### config.mk
export PLATFORM = sky130hd
export DESIGN_NAME = aud_i2s_tx
export DESIGN_NICKNAME = d
export VERILOG_FILES = /design/src/rtl/aud_pkg.sv /design/src/rtl/aud_sync_edge.sv /design/src/rtl/aud_i2s_tx.sv
export SDC_FILE = /design/constraint.sdc
export NUM_CORES = 1
export LEC_CHECK = 0
export CORE_UTILIZATION = 55
export CTS_CLUSTER_DIAMETER = 120
export CTS_CLUSTER_SIZE = 20
export DETAILED_ROUTE_END_ITERATION = 8
export PLACE_DENSITY_LB_ADDON = 0.1
export SYNTH_ARGS = -nofsm -noshare
export SYNTH_HDL_FRONTEND = slang
export SYNTH_SLANG_ARGS = --single-unit
### constraint.sdc
create_clock -name i_clk -period 2.47 [get_ports i_clk]
set_input_delay 0.494 -clock i_clk [delete_from_list [all_inputs] [get_ports i_clk]]
set_output_delay 0.494 -clock i_clk [all_outputs]
set_load 0.05 [all_outputs]
### src/rtl/aud_pkg.sv
// Shared definitions for the I2S audio transmitter: state encoding and defaults.
package aud_pkg;

  localparam int DATA_W_DEF = 16;

  // LRCK level that selects the left channel slot.
  localparam logic LEFT_CH = 1'b0;

  typedef enum logic [2:0] {
    S_IDLE,
    S_WAIT,
    S_LEFT,
    S_GAP_L,
    S_RIGHT,
    S_GAP_R
  } state_e;

endpackage

### src/rtl/aud_sync_edge.sv
// Multi-flop synchronizer for a codec clock pin, plus edge detection in the
// system clock domain. The synced level, a rise strobe and a fall strobe are provided.
module aud_sync_edge #(
  parameter int SYNC_STAGES = 2
) (
  input  logic i_clk,
  input  logic i_rst,
  input  logic i_async,
  output logic o_level,
  output logic o_rise,
  output logic o_fall
);

  logic [SYNC_STAGES-1:0] sync_q;
  logic                   prev_q;

  // Shift the pin through the synchronizer chain and keep the last synced value for edge compare.
  always_ff @(posedge i_clk) begin
    if (i_rst) begin
      sync_q <= '0;
      prev_q <= 1'b0;
    end else begin
      sync_q <= {sync_q[SYNC_STAGES-2:0], i_async};
      prev_q <= sync_q[SYNC_STAGES-1];
    end
  end

  assign o_level = sync_q[SYNC_STAGES-1];
  assign o_rise  = sync_q[SYNC_STAGES-1] & ~prev_q;
  assign o_fall  = ~sync_q[SYNC_STAGES-1] & prev_q;

endmodule

### src/rtl/aud_i2s_tx.sv
// I2S transmitter toward the WM8731 DAC. The codec masters BCLK and DACLRCK;
// both are synchronized into i_clk, and the sample is shifted out MSB-first on
// BCLK falling edges with the standard one-BCLK I2S delay after each LRCK edge.
module aud_i2s_tx
  import aud_pkg::*;
#(
  parameter int DATA_W      = DATA_W_DEF,
  parameter int SYNC_STAGES = 2,
  parameter int DUP_RIGHT   = 1
) (
  input  logic              i_clk,
  input  logic              i_rst,
  input  logic              i_en,
  input  logic              i_bclk,
  input  logic              i_daclrck,
  input  logic [DATA_W-1:0] i_dac_data,
  output logic              o_aud_dacdat,
  output logic              o_sample_req,
  output logic              o_busy,
  output logic              o_frame_err
);

  localparam int                 CNT_W    = $clog2(DATA_W + 1);
  localparam logic [CNT_W-1:0]   CNT_LAST = CNT_W'(DATA_W);

  logic bclkLevel, bclkRise, bclkFall;
  logic lrckLevel, lrckRise, lrckFall;

  aud_sync_edge #(.SYNC_STAGES(SYNC_STAGES)) u_sync_bclk (
    .i_clk   (i_clk),
    .i_rst   (i_rst),
    .i_async (i_bclk),
    .o_level (bclkLevel),
    .o_rise  (bclkRise),
    .o_fall  (bclkFall)
  );

  aud_sync_edge #(.SYNC_STAGES(SYNC_STAGES)) u_sync_lrck (
    .i_clk   (i_clk),
    .i_rst   (i_rst),
    .i_async (i_daclrck),
    .o_level (lrckLevel),
    .o_rise  (lrckRise),
    .o_fall  (lrckFall)
  );

  // Each strobe is tied to the synced level it was decoded from. A BCLK fall
  // that lands in the same cycle as any LRCK edge is swallowed: the LRCK edge
  // owns that cycle, which is exactly what produces the one-BCLK I2S delay.
  logic frameStart, rightStart, bitStrobe;
  assign frameStart = lrckFall && (lrckLevel == LEFT_CH);
  assign rightStart = lrckRise && (lrckLevel != LEFT_CH);
  assign bitStrobe  = bclkFall && !bclkRise && !bclkLevel && !lrckFall && !lrckRise;

  state_e            state_q;
  logic [DATA_W-1:0] shift_q;
  logic [DATA_W-1:0] sampleHold_q;
  logic [CNT_W-1:0]  bitCnt_q;
  logic              dacDat_q;
  logic              sampleReq_q;
  logic              busy_q;
  logic              frameErr_q;

  // Frame sequencer: LRCK edges restart slots, BCLK falls shift one bit out.
  always_ff @(posedge i_clk) begin
    if (i_rst) begin
      state_q      <= S_IDLE;
      shift_q      <= '0;
      sampleHold_q <= '0;
      bitCnt_q     <= '0;
      dacDat_q     <= 1'b0;
      sampleReq_q  <= 1'b0;
      busy_q       <= 1'b0;
      frameErr_q   <= 1'b0;
    end else begin
      sampleReq_q <= 1'b0;
      if (!i_en) begin
        state_q  <= S_IDLE;
        dacDat_q <= 1'b0;
        bitCnt_q <= '0;
        busy_q   <= 1'b0;
      end else if (frameStart && (state_q inside {S_WAIT, S_LEFT, S_RIGHT, S_GAP_R})) begin
        if (state_q == S_LEFT || state_q == S_RIGHT) begin
          frameErr_q <= 1'b1;
        end
        shift_q      <= i_dac_data;
        sampleHold_q <= i_dac_data;
        sampleReq_q  <= 1'b1;
        bitCnt_q     <= '0;
        dacDat_q     <= 1'b0;
        busy_q       <= 1'b1;
        state_q      <= S_LEFT;
      end else if (rightStart && (state_q inside {S_LEFT, S_GAP_L})) begin
        if (state_q == S_LEFT) begin
          frameErr_q <= 1'b1;
        end
        shift_q  <= (DUP_RIGHT != 0) ? sampleHold_q : '0;
        bitCnt_q <= '0;
        dacDat_q <= 1'b0;
        state_q  <= S_RIGHT;
      end else begin
        case (state_q)
          S_IDLE: begin
            dacDat_q <= 1'b0;
            state_q  <= S_WAIT;
          end
          S_LEFT, S_RIGHT: begin
            if (bitStrobe) begin
              if (bitCnt_q < CNT_LAST) begin
                dacDat_q <= shift_q[DATA_W-1];
                shift_q  <= {shift_q[DATA_W-2:0], 1'b0};
                bitCnt_q <= bitCnt_q + CNT_W'(1);
              end else begin
                dacDat_q <= 1'b0;
                state_q  <= (state_q == S_LEFT) ? S_GAP_L : S_GAP_R;
              end
            end
          end
          default: begin
          end
        endcase
      end
    end
  end

  assign o_aud_dacdat = dacDat_q;
  assign o_sample_req = sampleReq_q;
  assign o_busy       = busy_q;
  assign o_frame_err  = frameErr_q;

endmodule

* Yosys cells after proc, flatten, opt, wreduce, memory -nomap -nowiden
Index checks and enable logic that the tools add are counted.
** Storage, ports and cells
- Flip-flop bits (word level) :: 50
- Latch bits :: 0
- Memory bits (writable) :: 0
- ROM bits :: 0
- Bits of input ports :: 21
- Output and inout port bits :: 4
- Logic and storage cells :: 92
- Memories :: 0
** Cells by class
- $add $sub $neg :: 1
- $mul :: 0
- Div/mod/pow operators :: 0
- Magnitude comparators :: 1
- Equality and inequality tests :: 12
- Shift-type cells :: 0
- Multiplexer cells :: 19
- Bitwise operators :: 9
- Reductions and logical operators :: 36
** Operator list (number)
- $mux W16 :: 5
- $mux W3 :: 4
- $reduce_and A3 Y1 :: 4
- $reduce_bool A3 Y1 :: 4
- $logic_and A1 B1 Y1 :: 8
- $ne A4 B4 Y1 const B :: 2
- $reduce_and A4 Y1 :: 2
- $reduce_bool A2 Y1 :: 4
- $reduce_bool A4 Y1 :: 2
- $mux W1 :: 7
- $eq A3 B2 Y1 const B :: 2
- $eq A3 B3 Y1 const B :: 2
- $ne A3 B3 Y1 const B :: 2
- $pmux W3 S2 :: 1
- $add A5 B1 Y5 const B :: 1
- $lt A5 B5 Y1 const B :: 1
- $not A1 Y1 :: 5
- $and A1 B1 Y1 :: 4
- $logic_not A1 Y1 :: 4
- $ne A2 B2 Y1 const B :: 2
- $reduce_and A2 Y1 :: 2
- $reduce_or A2 Y1 :: 2
- $reduce_or A4 Y1 :: 1
- $eq A3 B1 Y1 const B :: 1
- other kinds (6) :: 6

* Logic depth before layout (Yosys ltp)
- Depth in word-level cells :: 11
- Mapped depth :: 9

* By module
Synthesis repeated with hierarchy kept, for this count alone.
** Unflattened totals
- Cells, all modules :: 221
- Area total of the unflattened synthesis :: 2139.6 um2
** Modules (own cells, without submodules)
- aud_i2s_tx :: times used 1, cells each 205, area an instance 1956.9 um2
- aud_sync_edge :: times used 2, cells each 8, area an instance 91.3 um2

* Least setup slack after synthesis
OpenSTA, ideal clock, no wires.
- Path kind :: reg-to-reg
- From :: register state_q[1]
- To :: register shift_q[3]
- Setup time :: 0.140 ns
- Arrival :: 1.580 ns
- Slack :: 0.750 ns
- Stages on the path, launching flop included :: 10
- Path buffers :: 4
- Period minus slack after synthesis :: 1.720 ns
- Cells stage by stage :: dfxtp_1 -> buf_6 -> xor2_1 -> and4_4 -> buf_6 -> o31a_1 -> buf_6 -> buf_6 -> nor2_1 -> a211oi_2
** On the way
- Cells in the longest elaborated chain, start to end :: 5
- Elaborated cells between the ends (all ways) :: 16
** RTL lines
- from (decl) :: line aud_i2s_tx.sv:55 : state_e state_q;
- from (signal assigned) :: line aud_i2s_tx.sv:115 : state_q <= (state_q == S_LEFT) ? S_GAP_L : S_GAP_R;
- $eq A3 B1 Y1 (tied with other cells) :: line aud_i2s_tx.sv:82 : end else if (frameStart && (state_q inside {S_WAIT, S_LEFT, S_RIGHT, S_GAP_R})) begin
- $reduce_bool A4 Y1 / $reduce_bool A2 Y1 (equally long branches) :: line aud_i2s_tx.sv:82, aud_i2s_tx.sv:93
- $logic_and A1 B1 Y1 (on tied branches) :: line aud_i2s_tx.sv:82, aud_i2s_tx.sv:93
- $reduce_bool A3 Y1 (no line) / $mux W16 (equally long branches)
- $reduce_and A4 Y1 (no line) / $mux W16 (equally long branches)
- to (signal assigned) :: line aud_i2s_tx.sv:86 : shift_q <= i_dac_data;
- to (signal assigned) :: line aud_i2s_tx.sv:97 : shift_q <= (DUP_RIGHT != 0) ? sampleHold_q : '0;
- to (signal assigned) :: line aud_i2s_tx.sv:111 : shift_q <= {shift_q[DATA_W-2:0], 1'b0};
- to (decl) :: line aud_i2s_tx.sv:56 : logic [DATA_W-1:0] shift_q;
Parallel ways exist; a longest one is shown, timed or not.
A chain may end at the register's enable or synchronous reset.

* Worst setup path in the final report
- From :: register state_q[1]
- To :: register sampleHold_q[7]
** On the way
- Cells in the longest elaborated chain, start to end :: 4
- Elaborated cells between the ends (all ways) :: 7
** RTL lines
- $eq A3 B1 Y1 (tied with other cells) :: line aud_i2s_tx.sv:82
- $reduce_bool A4 Y1 * :: line aud_i2s_tx.sv:82
- $logic_and A1 B1 Y1 * :: line aud_i2s_tx.sv:82
- $reduce_and A2 Y1 (no line) *
- to (signal assigned) :: line aud_i2s_tx.sv:87 : sampleHold_q <= i_dac_data;
- to (decl) :: line aud_i2s_tx.sv:57 : logic [DATA_W-1:0] sampleHold_q;
Every way passes the cells marked *; elsewhere a longest branch is shown, timed or not.

==> PnR_summary.wiki <==
{| class="wikitable"
! Metric !! Value
|-
| Run status || complete, no violations
|-
| Register Area || 1000 um^2
|-
| Starting DRC count in detailed routing || 105
|-
| Main combinational cell family by area after synthesis || compound AO/OA/AOI/OAI gates
|-
| Post-synth EDFFs || 0
|-
| Required time at the worst-slack endpoint || 2.65 ns
|-
| Site row count || 22
|-
| Synthesis-to-finish area growth || 14.2%
|-
| Post-synthesis cell count || 219
|-
| Leading post-synthesis cells by instance count || 50 x sky130_fd_sc_hd__dfxtp_1, 39 x sky130_fd_sc_hd__nor2_1, 17 x sky130_fd_sc_hd__mux2i_1
|-
| Multiplexer share of the synthesized area || 8.89%
|-
| Number of diodes added for antenna fixing || 0
|-
| Parity-gate share of the synthesized area counting xor and xnor cells || 2.02%
|-
| Share of the synthesized area in the top cell type || 46.2%
|-
| Residual antenna-violating net count after detailed routing || 0
|-
| Class of the most critical hold timing path || flip-flop to flip-flop
|-
| Proportion of power drawn by the clock network || 33.0%
|-
| Power per standard cell area || 540 nW/um^2
|-
| Final number of hold-violating endpoints || 0
|-
| Average vias per placed instance || 5.59
|-
| IR drop worst, VDD || 313 uV
|-
| Slew at the pin with the worst max-slew slack || 0.682 ns
|-
| Buffers on Ports || 24
|-
| Detail-routed net length per standard cell || 14.1 um
|-
| Int Pwr || 0.00104 W
|-
| Crit Path Max Fanout || 16
|-
| Clock-pin transition on the worst setup and hold timing paths || 0.09 ns
|-
| Cell at the root of the clock tree || sky130_fd_sc_hd__clkbuf_8
|-
| Timing-limited maximum frequency || 0.469 GHz
|-
| Tcrit/Tclk final || 86.3%
|-
| Wirelength, routed || 4070 um
|-
| Crit path DAT || 2.31 ns
|-
| Switching share of power || 21.8%
|-
| Hold depth || 1
|-
| Post-synthesis adder-cell area fraction || 1.50%
|-
| Top cells by area in the synthesized netlist || sky130_fd_sc_hd__dfxtp_1 46%, sky130_fd_sc_hd__mux2i_1 7.9%, sky130_fd_sc_hd__nor2_1 6.8%
|-
| HPWL after detailed placement || 2860 um
|-
| Critical setup path kind || flip-flop to flip-flop
|-
| Leakage power of the design || 0.823 nW
|-
| Max Root-Sink Buffers || 2
|-
| Cells on worst reg2reg path || 7
|-
| Cell with the most instances after synthesis || sky130_fd_sc_hd__dfxtp_1
|-
| Part of the total power dissipated in combinational logic || 5.8%
|-
| Clock tree from TritonCTS || built
|-
| Final number of max-transition violations || 0
|-
| Post-route design area || 2470 um^2
|-
| RSZ-0062 raised after global routing || no
|-
| Number of antenna violations at the first check in global routing || 0
|-
| Die outline height || 64.8 um
|-
| Number of detailed-route iterations in the first pass || 4
|-
| Placer Congestion || 0.829
|-
| Biggest area consumer among synthesized cells || sky130_fd_sc_hd__dfxtp_1
|-
| CP endpoint kind || flip-flop
|-
| Effective utilization at floorplan || 58.3%
|-
| Filler cell count || 312
|-
| DR DRC count || 0
|-
| Buffers inserted during post-CTS setup optimization || 0
|-
| Via count of the first global-routing pass || 1575
|-
| Area taken by multi-input logic gates || 1040 um^2
|-
| Start of the worst register-to-register path || state_q[1]$_SDFFE_PP0P_
|-
| Net count reported at finish || 262
|-
| Netlist cell types || 41
|-
| Post-synthesis register bit count || 50
|-
| Compound-gate portion of the synthesized area || 20.0%
|-
| Total clock sinks || 50
|-
| Warnings, synthesis || 0
|-
| Share of synthesized area occupied by flip-flops and latches || 46.2%
|-
| Average instance area after synthesis || 9.90 um^2
|-
| Final setup viols || 0
|-
| Total Negative Setup Slacks || 0 ns
|-
| Cell area after placement || 2400 um^2
|-
| Startpoint of the most critical setup path || state_q[1]$_SDFFE_PP0P_
|-
| Slew margin rel. || 54.5%
|-
| Wire length of the first global-routing pass || 7210 um
|-
| Vias || 1611
|-
| Net Switching || 0.000291 W
|-
| Setup skew after layout || 0.00672 ns
|-
| Reg power frac || 61.2%
|-
| Congestion Overflow GR || 0
|-
| Count of maximum capacitance violations || 0
|-
| Layout cell share with drive strength beyond 1 || 12.1%
|-
| Simple-gate portion of the synthesized area || 15.5%
|-
| Hold_buf cts || 0
|-
| Combined global-route utilization of all metal layers || 22.5%
|-
| Post-layout min period || 2.13 ns
|-
| Maximum number of pins on one net before global-route repair || 41
|-
| Clock Latency Late Sink || 0.30 ns
|-
| Prevailing post-synth register cell || sky130_fd_sc_hd__dfxtp_1
|-
| CTS Buf Count || 5
|-
| Number of primary I/O pins || 25
|-
| Source of the worst hold timing path || u_sync_lrck.sync_q[0]$_SDFF_PP0_
|-
| Area of the mapped netlist || 2170 um^2
|-
| Startpoint types || flip-flop
|-
| Floorplan core area || 3720 um^2
|-
| PostCTS Resize Cnt || 0
|-
| Clock H-tree levels || 2
|-
| Chip Width || 64.8 um
|-
| Share of flip-flops with an asynchronous set or reset || 0%
|-
| Die footprint || 4200 um^2
|-
| Post-Syn Nets || 241
|}
-- final timing paths --
path	endpoint	slack, ns
min	u_sync_lrck.sync_q[1]$_SDFF_PP0_	0.44
max reg2reg	sampleHold_q[7]$_SDFFE_PP0P_	0.34
max	sampleHold_q[7]$_SDFFE_PP0P_	0.34
min reg2reg	u_sync_lrck.sync_q[1]$_SDFF_PP0_	0.44
-- registers in the layout, summed over array words and instances (netlist names), 2 cells and up --
| name | cells |
|---|---|
| state_q | 3 |
| u_sync_bclk.sync_q | 2 |
| shift_q | 16 |
| bitCnt_q | 5 |
| u_sync_lrck.sync_q | 2 |
| sampleHold_q | 16 |
-- area by class of cell --
| type | count | share of cell area [%] |
|---|---|---|
| sequential | 50 | 40.4 |
| timing repair buffer | 31 | 11.8 |
| clock buffer | 5 | 2.78 |
| tap | 48 | 2.43 |
| multi-input combinational | 151 | 42.0 |
| clock inverter | 2 | 0.404 |
| inverter | 1 | 0.152 |
-- per-layer routing --
metal  track usage [%]  wire length [um]  share of wire (%)  vias up
met4              10.0                70                1.7        0
met1              30.0              1950                 48      758
met2              34.9              1910                 47       28
met3              4.23               136                3.3        7
li1                  -                 -                  -      818
met5                 0                 0                  0        -
-- power by group through the flow --
stage	Sequential [W]	Clock (W)	Combinational (W)
2_1_floorplan	0.000836	0	0.0000330
3_3_place_gp	0.000837	0	0.0000755
3_5_place_dp	0.000837	0	0.0000771
4_1_cts	0.000818	0.000452	0.0000773
5_1_grt	0.000819	0.000485	0.0000842
6_report	0.000818	0.000441	0.0000769
-- cell usage in the layout, fill, tap and decap left out, types with 2 or more instances in the layout --
master,n
sky130_fd_sc_hd__xnor2_1,2
sky130_fd_sc_hd__a22oi_1,14
sky130_fd_sc_hd__xor2_1,3
sky130_fd_sc_hd__dfxtp_1,50
sky130_fd_sc_hd__nand2b_1,4
sky130_fd_sc_hd__mux2i_1,17
sky130_fd_sc_hd__buf_4,7
sky130_fd_sc_hd__a21oi_1,16
sky130_fd_sc_hd__o21a_1,2
sky130_fd_sc_hd__nor2b_1,9
sky130_fd_sc_hd__a211oi_2,8
sky130_fd_sc_hd__o21ai_0,2
sky130_fd_sc_hd__maj3_1,2
sky130_fd_sc_hd__nor2_1,39
sky130_fd_sc_hd__nor3_1,2
sky130_fd_sc_hd__clkbuf_8,5
sky130_fd_sc_hd__a211oi_1,5
sky130_fd_sc_hd__clkinv_2,2
sky130_fd_sc_hd__nand2_1,6
sky130_fd_sc_hd__nand3_1,2
sky130_fd_sc_hd__clkdlybuf4s50_1,24
-- cell families (layout without fill, tap and decap cells) --
logic type | after synthesis | after routing
compound gates | 55 | 55
xor+xnor | 5 | 5
fa+ha+maj | 3 | 3
buf+inv | 18 | 39
flops | 50 | 50
mux | 19 | 19
simple gates | 69 | 69
-- stage by stage --
step / total power (W) / hold WS, ns / instances / worst slack [ns] / util [%]
after floorplan: 0.000869 / 0.414 / 219 / 0.750 / -
after global placement: 0.000912 / 0.416 / 281 / 0.409 / 64.5
after detailed placement: 0.000914 / 0.429 / 281 / 0.342 / 64.5
after global routing: 0.00139 / 0.466 / 288 / 0.109 / 66.6
final: 0.00134 / 0.442 / 288 / 0.338 / 66.6
after CTS: 0.00135 / 0.447 / 288 / 0.326 / 66.6
-- critical path, stage by stage, from the launching register on --
cell and delay (ns):
sky130_fd_sc_hd__dfxtp_1 0.49, sky130_fd_sc_hd__nor3_1 0.14, sky130_fd_sc_hd__nor3_4 0.38, sky130_fd_sc_hd__buf_4 0.30
sky130_fd_sc_hd__and2_1 0.18, sky130_fd_sc_hd__buf_4 0.23, sky130_fd_sc_hd__mux2i_1 0.22, sky130_fd_sc_hd__nor2_1 0.06
(Power assumes the default switching activity.)
